==> src/rtl/cpu_ctrl_pkg.sv <==
// Shared encodings and defaults for the CPU run/halt/step controller.
// Simulation builds under __ICARUS__ shorten the debounce window.
package cpu_ctrl_pkg;

  localparam logic [1:0] ST_HALT = 2'd0;
  localparam logic [1:0] ST_RUN  = 2'd1;
  localparam logic [1:0] ST_STEP = 2'd2;

`ifdef __ICARUS__
  localparam int unsigned DEBOUNCE_CYCLES_DEF = 4;
`else
  localparam int unsigned DEBOUNCE_CYCLES_DEF = 1_000_000;
`endif

  localparam int unsigned COUNT_W_DEF = 32;
  localparam int unsigned PC_W        = 32;

endpackage

==> src/rtl/btn_debounce.sv <==
// Push-button synchronizer and debouncer; emits a one-cycle pulse on each
// accepted press. Releases are filtered the same way but produce no pulse.
module btn_debounce
  import cpu_ctrl_pkg::*;
#(
  parameter int unsigned DEBOUNCE_CYCLES = DEBOUNCE_CYCLES_DEF
) (
  input  logic clk_in,
  input  logic reset_in,
  input  logic btn_in,
  output logic press_out
);

  localparam int unsigned CNT_W = (DEBOUNCE_CYCLES > 2) ? $clog2(DEBOUNCE_CYCLES) : 1;

  logic [1:0]       r_sync;
  logic             r_stable;
  logic [CNT_W-1:0] r_cnt;
  logic             r_press;
  logic             w_differ;
  logic             w_accept;

  assign w_differ = r_sync[1] ^ r_stable;
  assign w_accept = w_differ && (r_cnt == CNT_W'(DEBOUNCE_CYCLES - 1));

  // Counter runs only while the synced input disagrees; any agreement restarts it.
  always_ff @(posedge clk_in or negedge reset_in) begin
    if (!reset_in) begin
      r_sync   <= '0;
      r_stable <= 1'b0;
      r_cnt    <= '0;
      r_press  <= 1'b0;
    end else begin
      r_sync  <= {r_sync[0], btn_in};
      r_press <= w_accept && r_sync[1];
      if (w_accept) begin
        r_stable <= r_sync[1];
        r_cnt    <= '0;
      end else if (w_differ) begin
        r_cnt <= r_cnt + CNT_W'(1);
      end else begin
        r_cnt <= '0;
      end
    end
  end

  assign press_out = r_press;

endmodule

==> src/rtl/cpu_step_ctrl.sv <==
// Turns the divided slow clock into a one-cycle CPU enable with run/halt/step
// control and an issued-cycle counter. Optional breakpoint: CPU_STEP_BREAKPOINT_EN.
module cpu_step_ctrl
  import cpu_ctrl_pkg::*;
#(
  parameter int unsigned DEBOUNCE_CYCLES = DEBOUNCE_CYCLES_DEF,
  parameter int unsigned COUNT_W         = COUNT_W_DEF
) (
  input  logic               clk_in,
  input  logic               reset_in,
  input  logic               slow_clk_in,
  input  logic               run_sw_in,
  input  logic               step_btn_in,
`ifdef CPU_STEP_BREAKPOINT_EN
  input  logic [PC_W-1:0]    pc_in,
  input  logic [PC_W-1:0]    bp_addr_in,
  input  logic               bp_valid_in,
  output logic               bp_hit_out,
`endif
  output logic               cpu_en_out,
  output logic               halted_out,
  output logic [COUNT_W-1:0] cycle_count_out
);

  logic               r_slow_q;
  logic [1:0]         r_state;
  logic               r_cpu_en;
  logic               r_halted;
  logic [COUNT_W-1:0] r_count;
  logic               w_tick;
  logic               w_press;
  logic [1:0]         w_state_nxt;
  logic               w_pulse;

  btn_debounce #(
    .DEBOUNCE_CYCLES(DEBOUNCE_CYCLES)
  ) u_btn_debounce (
    .clk_in   (clk_in),
    .reset_in (reset_in),
    .btn_in   (step_btn_in),
    .press_out(w_press)
  );

  assign w_tick = slow_clk_in & ~r_slow_q;

`ifdef CPU_STEP_BREAKPOINT_EN
  logic r_bp_hit;
  logic r_armed;
  logic w_bp_match;

  assign w_bp_match = bp_valid_in && (pc_in == bp_addr_in);
`endif

  always_ff @(posedge clk_in or negedge reset_in) begin
    if (!reset_in) r_state <= ST_HALT;
    else           r_state <= w_state_nxt;
  end

  always_comb begin
    w_state_nxt = r_state;
    w_pulse     = 1'b0;
    case (r_state)
      ST_HALT: begin
`ifdef CPU_STEP_BREAKPOINT_EN
        if (run_sw_in && (!r_bp_hit || r_armed)) w_state_nxt = ST_RUN;
`else
        if (run_sw_in)                           w_state_nxt = ST_RUN;
`endif
        else if (w_press)                        w_state_nxt = ST_STEP;
      end
      ST_RUN: begin
        // Dropping the run switch wins over a coincident tick.
        if (!run_sw_in) begin
          w_state_nxt = ST_HALT;
`ifdef CPU_STEP_BREAKPOINT_EN
        end else if (w_tick && w_bp_match) begin
          w_state_nxt = ST_HALT;
`endif
        end else if (w_tick) begin
          w_pulse = 1'b1;
        end
      end
      ST_STEP: begin
        if (w_tick) begin
          w_pulse     = 1'b1;
          w_state_nxt = ST_HALT;
        end
      end
      default: w_state_nxt = ST_HALT;
    endcase
  end

  // Registered outputs: enable, halted flag and issued-cycle counter.
  always_ff @(posedge clk_in or negedge reset_in) begin
    if (!reset_in) begin
      r_slow_q <= 1'b0;
      r_cpu_en <= 1'b0;
      r_halted <= 1'b1;
      r_count  <= '0;
    end else begin
      r_slow_q <= slow_clk_in;
      r_cpu_en <= w_pulse;
      r_halted <= (w_state_nxt == ST_HALT);
      if (w_pulse) r_count <= r_count + COUNT_W'(1);
    end
  end

`ifdef CPU_STEP_BREAKPOINT_EN
  // Sticky hit flag; after a hit the run switch must be seen low before RUN resumes.
  always_ff @(posedge clk_in or negedge reset_in) begin
    if (!reset_in) begin
      r_bp_hit <= 1'b0;
      r_armed  <= 1'b1;
    end else begin
      if (!run_sw_in) r_armed <= 1'b1;
      if ((r_state == ST_RUN) && run_sw_in && w_tick && w_bp_match) begin
        r_bp_hit <= 1'b1;
        r_armed  <= 1'b0;
      end else if ((r_state == ST_HALT) && (w_state_nxt == ST_STEP)) begin
        r_bp_hit <= 1'b0;
      end
    end
  end

  assign bp_hit_out = r_bp_hit;
`endif

  assign cpu_en_out      = r_cpu_en;
  assign halted_out      = r_halted;
  assign cycle_count_out = r_count;

endmodule
==> config.mk <==
export PLATFORM = sky130hd
export DESIGN_NAME = cpu_step_ctrl
export DESIGN_NICKNAME = d
export VERILOG_FILES = /design/src/rtl/cpu_ctrl_pkg.sv /design/src/rtl/btn_debounce.sv /design/src/rtl/cpu_step_ctrl.sv
export SDC_FILE = /design/constraint.sdc
export NUM_CORES = 1
export LEC_CHECK = 0
export ABC_AREA = 1
export CELL_PAD_IN_SITES_DETAIL_PLACEMENT = 0
export CELL_PAD_IN_SITES_GLOBAL_PLACEMENT = 2
export CORE_ASPECT_RATIO = 0.9
export CORE_MARGIN = 8
export CORE_UTILIZATION = 33
export DETAILED_ROUTE_END_ITERATION = 10
export GPL_ROUTABILITY_DRIVEN = 0
export PLACE_DENSITY_LB_ADDON = 0.15
export SLEW_MARGIN = 5
export SYNTH_ARGS = -nofsm -noshare
export SYNTH_HDL_FRONTEND = slang
export SYNTH_SLANG_ARGS = --single-unit
export TNS_END_PERCENT = 1
==> constraint.sdc <==
create_clock -name clk_in -period 1.9 [get_ports clk_in]
set_clock_uncertainty 0.05 [all_clocks]
set_input_delay 0.19 -clock clk_in [delete_from_list [all_inputs] [get_ports clk_in]]
set_output_delay 0.19 -clock clk_in [all_outputs]
set_load 0.005 [all_outputs]
After elaboration in Yosys (flattened, before gate mapping)

Index checks and enable logic that the tools add are counted.

Input port bits: 5
Output and inout bits: 34
Bits in registers: 61
Logic and storage cells: 31

Equality and inequality tests: 3
Add/subtract/negate cells: 2
Multiplexer cells: 10
Bitwise gates (word level): 3
Reduce and logical (&&, ||, !) cells: 4

Operators with widths:

| kind                                                             | number |
|---|---|
| 20-bit two-way mux                                               | 2 |
| 32-bit by 1-bit adder with 32-bit output (second input constant) | 1 |
| 20-bit by 1-bit adder with 20-bit output (second input constant) | 1 |
| 20-bit == test (second input constant)                           | 1 |
| 2-bit two-way mux                                                | 4 |
| 2-bit case mux with 3 select lines                               | 1 |
| 2-bit logical NOT                                                | 2 |
| 2-bit by 1-bit == test with 1-bit output (second input constant) | 1 |
| 2-bit == test (second input constant)                            | 1 |
| 1-bit logical AND                                                | 2 |
| 1-bit two-way mux                                                | 2 |
| 1-bit case mux with 2 select lines                               | 1 |
| 1-bit AND                                                        | 1 |
| 1-bit inverter                                                   | 1 |
| 1-bit XOR                                                        | 1 |

Depth between registers and ports, before layout

Depth after elaboration: 5
Mapped depth: 11

Hierarchy

A second synthesis with hierarchy kept.

Cells, all modules: 442
Area total of the unflattened synthesis: 3509.6 um^2

By module, submodules not included:

| module        | cells each | instances | area each (um^2) |
|---|---|---|---|
| cpu_step_ctrl | 261        | 1         | 2153.3 |
| btn_debounce  | 181        | 1         | 1356.3 |

Worst setup path after synthesis

No wires, ideal clock.

Path type: reg-to-reg
From: reg r_state[1]
To: reg r_count[25], in the netlist cycle_count_out[25]
Arrival: 1485 ps
Data required time: 1727 ps
Setup slack: 242 ps
Path buffers: 0
Cell stages (with the launch flop): 10
Path through: dfrtp_1 -> inv_1 -> ha_1 -> inv_1 -> nor2_2 -> nand2_2 -> nor2_1 -> nand2_1 -> o21ai_0 -> nand2_1

Cells in the longest elaborated chain, start to end: 2
Elaborated cells on any way between the ends: 3

Ends and longest elaborated chain:

| item                                                                      | line                 | RTL |
|---|---|---|
| start: declaration                                                        | cpu_step_ctrl.sv:26  | `logic [1:0] r_state;` |
| start signal: assignment                                                  | cpu_step_ctrl.sv:56  | `else r_state <= w_state_nxt;` |
| 2-bit == test or 2-bit by 1-bit == test with 1-bit output (tied branches) | cpu_step_ctrl.sv:62  | `case (r_state)` |
| 1-bit case mux with 2 select lines (*)                                    | cpu_step_ctrl.sv:62  |  |
| end signal: assignment                                                    | cpu_step_ctrl.sv:104 | `if (w_pulse) r_count <= r_count + COUNT_W'(1);` |
| end: declaration                                                          | cpu_step_ctrl.sv:29  | `logic [COUNT_W-1:0] r_count;` |

Mark *: on every way between the ends. The rest lies on a longest branch, timed or not.
A chain may end at the register's enable or synchronous reset.

Worst setup path in the final report

From: reg r_state[0]
To: reg r_count[30], in the netlist cycle_count_out[30]

Same word-level chain as after synthesis.

==> flow_metrics.py <==
metrics = {
    "timing": {
        "fin_crit_ns": 1.76,
        "finalSetupViolCount": 0,
        "tns_ns": 0,
        "min_period_over_period": 0.927,
        "finalMaxSlewViolations": 0,
        "fmax_mhz": 567,
        "hold_viol_final": 0,
        "worst_hold_slack_ns": 0.245,
        "worst_pin_slew_ns": 0.530,
        "rsz0062_at_grt": "yes",
        "slew_headroom": 0.646,
    },
    "yosys": {
        "yosysMostFrequentCell": "nand2_1",
        "synthTopCellsByArea": "dfrtp_1 (44%), nand2_1 (12%), nor2_1 (8.7%), nand3_1 (6.2%), inv_1 (5.9%)",
        "synth_fp_nets": 451,
        "synth-seq-area-share": 0.452,
        "yosysWarnings": 0,
        "synth_area_sq_um": 3380,
        "ys_types": 29,
        "synth-seq-cells": 61,
        "synth.largest_area_cell": "dfrtp_1",
        "syn_inst": 440,
        "yosys-top-cells-count": "nand2_1 (111), nor2_1 (78), dfrtp_1 (60)",
        "ys.flop_type": "dfrtp_1",
        "async_reset_ff_frac": 1.00,
        "synth_top_area_share": 0.444,
        "synth_edf_count": 0,
        "avgSynthCellArea_sq_um": 7.69,
    },
    "floorplan": {
        "dieArea_sq_um": 13700,
        "fp.dieW_um": 123,
        "initial_core_util": 0.334,
        "die_h_um": 112,
        "rows": 35,
        "ioPinCount": 39,
        "coreArea_sq_um": 10100,
    },
    "drt": {
        "drtIter0Drc": 173,
        "vias_per_cell": 4.58,
        "antenna_left": 0,
        "num_vias": 2916,
        "drc": 0,
        "wl_per_cell_um": 14.0,
        "first_pass_iters": 4,
        "routed_wl_um": 8880,
    },
    "grt": {
        "grt.overflow.total": 0,
        "grt_use_total": 0.138,
        "grt_pass1_vias": 2847,
        "grt_start_max_net_pins": 21,
        "grt_pass1_wl_um": 14700,
        "antenna_found_initial": 0,
    },
    "placed_design": {
        "port-buffer-count": 38,
        "dp_hpwl_um": 6840,
        "dp.cells": 619,
    },
    "run": {
        "cap_violations": 0,
    },
    "clocking": {
        "numCtsBuffers": 9,
        "clock_latency_ns": 0.33,
        "cts.path.max_buffers": 2,
        "clk_pin_slew_worst_paths_ns": 0.05,
        "cts_htree_levels": 3,
        "root_buffer": "clkbuf_16",
        "clock_sinks": 61,
        "cts_tree": "yes",
        "post-cts-setup-buffer-count": 0,
    },
    "setup_path": {
        "path_class": "reg2reg",
        "cpPeakStageDelay_ns": 0.34,
        "crit_required_ns": 2.07,
        "crit_arrival_ns": 1.93,
        "slowest_stage": "dfrtp_1",
        "r2r_setup_slack_ns": 0.14,
        "crit_chain": "inv_1, ha_1, inv_1, nor2_2, nand3_1, nor2_2, nand3_1, nand2_1, nand2_1",
        "path_max_fanout": 7,
        "cp-start-kind": "flop",
        "end_kind": "flop",
    },
    "cells_and_area": {
        "antenna_cells": 0,
        "drive_above_1_share": 0.101,
        "layout.nets": 513,
        "layoutNonFillerInstCount": 636,
        "syn_to_final_growth_pct": 27.2,
    },
    "status": {
        "status": "completed",
    },
    "power_and_ir_drop": {
        "powerDensity_nw_per_um2": 784,
        "leakage_nw": 1.95,
        "ir_drop_mv": 0.467,
    },
    "hold_path": {
        "min_path_type": "in2reg",
    },
}
[layer usage]
layer  routed length, um  part of all wire  track usage
met1                4560              0.51        0.194
met4                 121             0.014       0.0463
met2                3730              0.42        0.196
met3                 454             0.051       0.0411
met5                   0                 0            0
[power by group]
part,internal [mW],switching [mW]
Combinational,0.199,0.220
Clock,0.953,0.562
Sequential,1.38,0.0625
[registers in the layout, indices dropped and copies added (netlist names)]
register                  cells
r_state                       2
u_btn_debounce.r_sync         2
halted_out                    1
u_btn_debounce.r_stable       1
u_btn_debounce.r_cnt         20
cycle_count_out              32
cpu_en_out                    1
u_btn_debounce.press_out      1
r_slow_q                      1
[cell type report]
class	count	area [sq um]
Inverter	56	210
Timing Repair Buffer	52	483
Tap cell	129	161
Clock inverter	1	5.00
Fill cell	1052	5810
Multi-Input combinational cell	322	1650
Clock buffer	15	268
Sequential cell	61	1530
[placed cells by master, fill, tap and decap left out, types with 9 or more instances in the layout]
cell type	instances
xnor2_1	11
nor2_2	13
clkdlybuf4s50_1	37
buf_4	13
clkbuf_16	9
nand4_1	13
nor2_1	77
nand2_1	111
nand3_1	42
dfrtp_1	60
inv_1	53
xor2_1	17
[per-stage QoR]
step | power [mW] | util | instance area, sq um | setup slack (ns)
final | 3.37 | 0.425 | 4300 | 0.138
after global routing | 3.56 | 0.425 | 4300 | -0.0127
after CTS | 3.44 | 0.424 | 4290 | 0.0856
after detailed placement | 1.89 | 0.397 | 4010 | 0.0487
after global placement | 1.89 | 0.397 | 4010 | 0.127
after floorplan | 1.66 | - | 3380 | 0.242
[worst paths after layout]
| path | startpoint | to | depth (start not counted) |
|---|---|---|---|
| min in group asynchronous | reset_in | cycle_count_out[8] | 2 |
| setup reg to reg | r_state[0] | cycle_count_out[30] | 9 |
| hold / removal | step_btn_in | u_btn_debounce.r_sync[0] | 1 |
| max in group asynchronous | reset_in | u_btn_debounce.r_cnt[2] | 3 |
| hold reg to reg | u_btn_debounce.r_sync[0] | u_btn_debounce.r_sync[1] | 0 |
| setup / recovery | r_state[0] | cycle_count_out[30] | 9 |
[kinds of logic (layout without fill, tap and decap cells)]
kind of cell             Yosys count  after routing  share of synthesized area
buffers and inverters             57            124                     0.0636
AND/OR/NAND/NOR                  277            277                      0.365
flip-flops                        61             61                      0.452
XOR/XNOR                          29             29                     0.0807
adder cells (fa/ha/maj)            6              6                     0.0222
AO/OA/AOI/OAI                     10             10                     0.0170
[worst max-delay path, delay by kind of cell, from the launching register on]
kind | cells | cell delay [ns]
fa+ha+maj | 1 | 0.28
buf+inv | 2 | 0.11
flops | 1 | 0.34
simple gates | 6 | 0.86
[repair_timing]
action | in CTS | in global routing
hold endpoints to repair | 15 | 0
setup endpoints to repair | 0 | 4
gates resized for setup | 0 | 2
hold buffers | 1 | 0
(Power assumes the default switching activity.)
==> patch: new RTL, same flow settings <==
Build with the macro `CPU_STEP_BREAKPOINT_EN` defined.
--- a/src/rtl/cpu_step_ctrl.sv
+++ b/src/rtl/cpu_step_ctrl.sv
@@ -2,2 +2,4 @@
 // control and an issued-cycle counter. Optional breakpoint: CPU_STEP_BREAKPOINT_EN.
+`define CPU_STEP_BREAKPOINT_EN
+
 module cpu_step_ctrl
Ports: changed (added bp_addr_in, bp_hit_out, bp_valid_in and pc_in); port bits go from 39 to 105. No check against the original RTL was run, so the function may have changed too.
==> patch against the original RTL <==
- sequential cell count is 2 higher
- die area is 21% higher
- critical path depth is 1 higher
- synthesized area is 24% higher
- global-route usage is 1.1 points higher
- routed wire length is 36% higher
- highest routed layer unchanged
- design area is 40% higher
- worst setup slack worse by 0.060 ns
- first-iteration DRC count is 24% lower
- critical path type unchanged
Power is not compared: it rests on default switching activity, and its combinational part moved more than twofold at a synthesized area within 25%.
==> patch: results (changes against the original RTL) <==
- Status: finished, final reports clean
- Multi-input combinational area share: 38.0% (-0.31 points)
- WL final: 12.1 mm (+36%)
- WL met2: 4.92 mm (+32%)
- #MultiIn Comb: 423 (+31%)
- Detail-routed via count per cell: 4.53 (-1.2%)
- First-pass GRT wire length: 19.9 mm (+35%)
- Crit. Startpoint: u_btn_debounce.r_cnt[0]$_DFF_PN0_
- Vias in the first global route: 3,915 (+38%)
- Syn Nets: 660 (+46%)
- Filler cell count: 1,256 (+19%)
- Final hold slack: 0.252 ns (+0.00766 ns)
- Met3 Wirelength: 924 um (+100%)
- Met1 WL: 6.08 mm (+33%)
- Count of input and output buffers: 104 (+170%)
- Reg2Reg Depth: 10 (+1)
- Met1 usage: 20.5% (+1.1 points)
- Initial drt markers: 131 (-24%)
- Critical Path Fanout Max: 4 (-3)
- Ys Warns: 0 (unchanged)
- Final nets: 803 (+57%)
- Gr usage total: 15.0% (+1.1 points)
- GRT met2 Usage: 22.1% (+2.5 points)
- GR Util met3: 4.96% (+0.84 points)
- Sequential cell area share: 26.2% (-9.3 points)
- Signal inverters: 92 (+64%)
- Placed Area: 5630 um^2 (+40%)
- Clock buffers: 12 (-3)
- Post-synthesis sequential area ratio: 37.6% (-7.5 points)
- Pin count of the biggest net entering global routing: 64 (+200%)
- Total leakage power: 2.83 nW
- Fraction of layout cells with a size suffix above 1: 14.8% (+4.7 points)
- Final WS setup: 0.0777 ns (-0.0602 ns)
- Buffers, non-clock: 138 (+170%)
- Power Dens Cells: 801 nW/um^2
- R2R Path End: u_btn_debounce.r_cnt[18]$_DFF_PN0_
- Top post-synthesis cells by area: dfrtp_1, nand2_1, inv_1
- Top cell types by occurrence after synthesis: nand2_1, inv_1, nor2_1, dfrtp_1, xor2_1
- Dpl hpwl: 9.42 mm (+38%)
- Sequential power: 1.72 mW
- Num rows: 39 (+11%)
- Slew @ Worst Pin: 0.372 ns (-0.159 ns)
- WP data arrival: 1.99 ns (+0.06 ns)
- Non-clock buffer share: 21.7% (+10 points)
- Dpl ws: -0.194 ns (-0.243 ns)
-- patch: cell types whose count changed after synthesis, sizes merged, moves of 7 or more --
cell	delta
inv	+37
nand2	+75
nand3	-29
nor2	-9
nor3	+7
nor4	+12
o21ai	+20
-- patch: metrics by stage --
stage | power [mW] | cells
floorplan | 2.37 | 584
global placement | 3.18 | 877
detailed placement | 3.20 | 877
CTS | 4.90 | 894
global route | 5.12 | 896
finish | 4.84 | 896
-- patch: cell families (layout without fill, tap and decap cells) --
logic type	count (synthesis)	in the layout	synth area share, %
AO/OA/AOI/OAI	41	41	6.02
XOR/XNOR	39	39	8.14
adder cells (fa/ha/maj)	6	6	1.79
buffers and inverters	98	246	9.54
flip-flops	63	63	37.6
AND/OR/NAND/NOR	337	337	36.9
-- patch: critical path, cell delays in order (launching register included) --
cell	delay, ns
dfrtp_1	0.38
ha_2	0.21
nand3_2	0.12
nor2_4	0.11
inv_2	0.07
nor4_4	0.16
nand3_2	0.14
nor2_4	0.19
nand3_4	0.10
o21ai_1	0.13
nor2_1	0.06
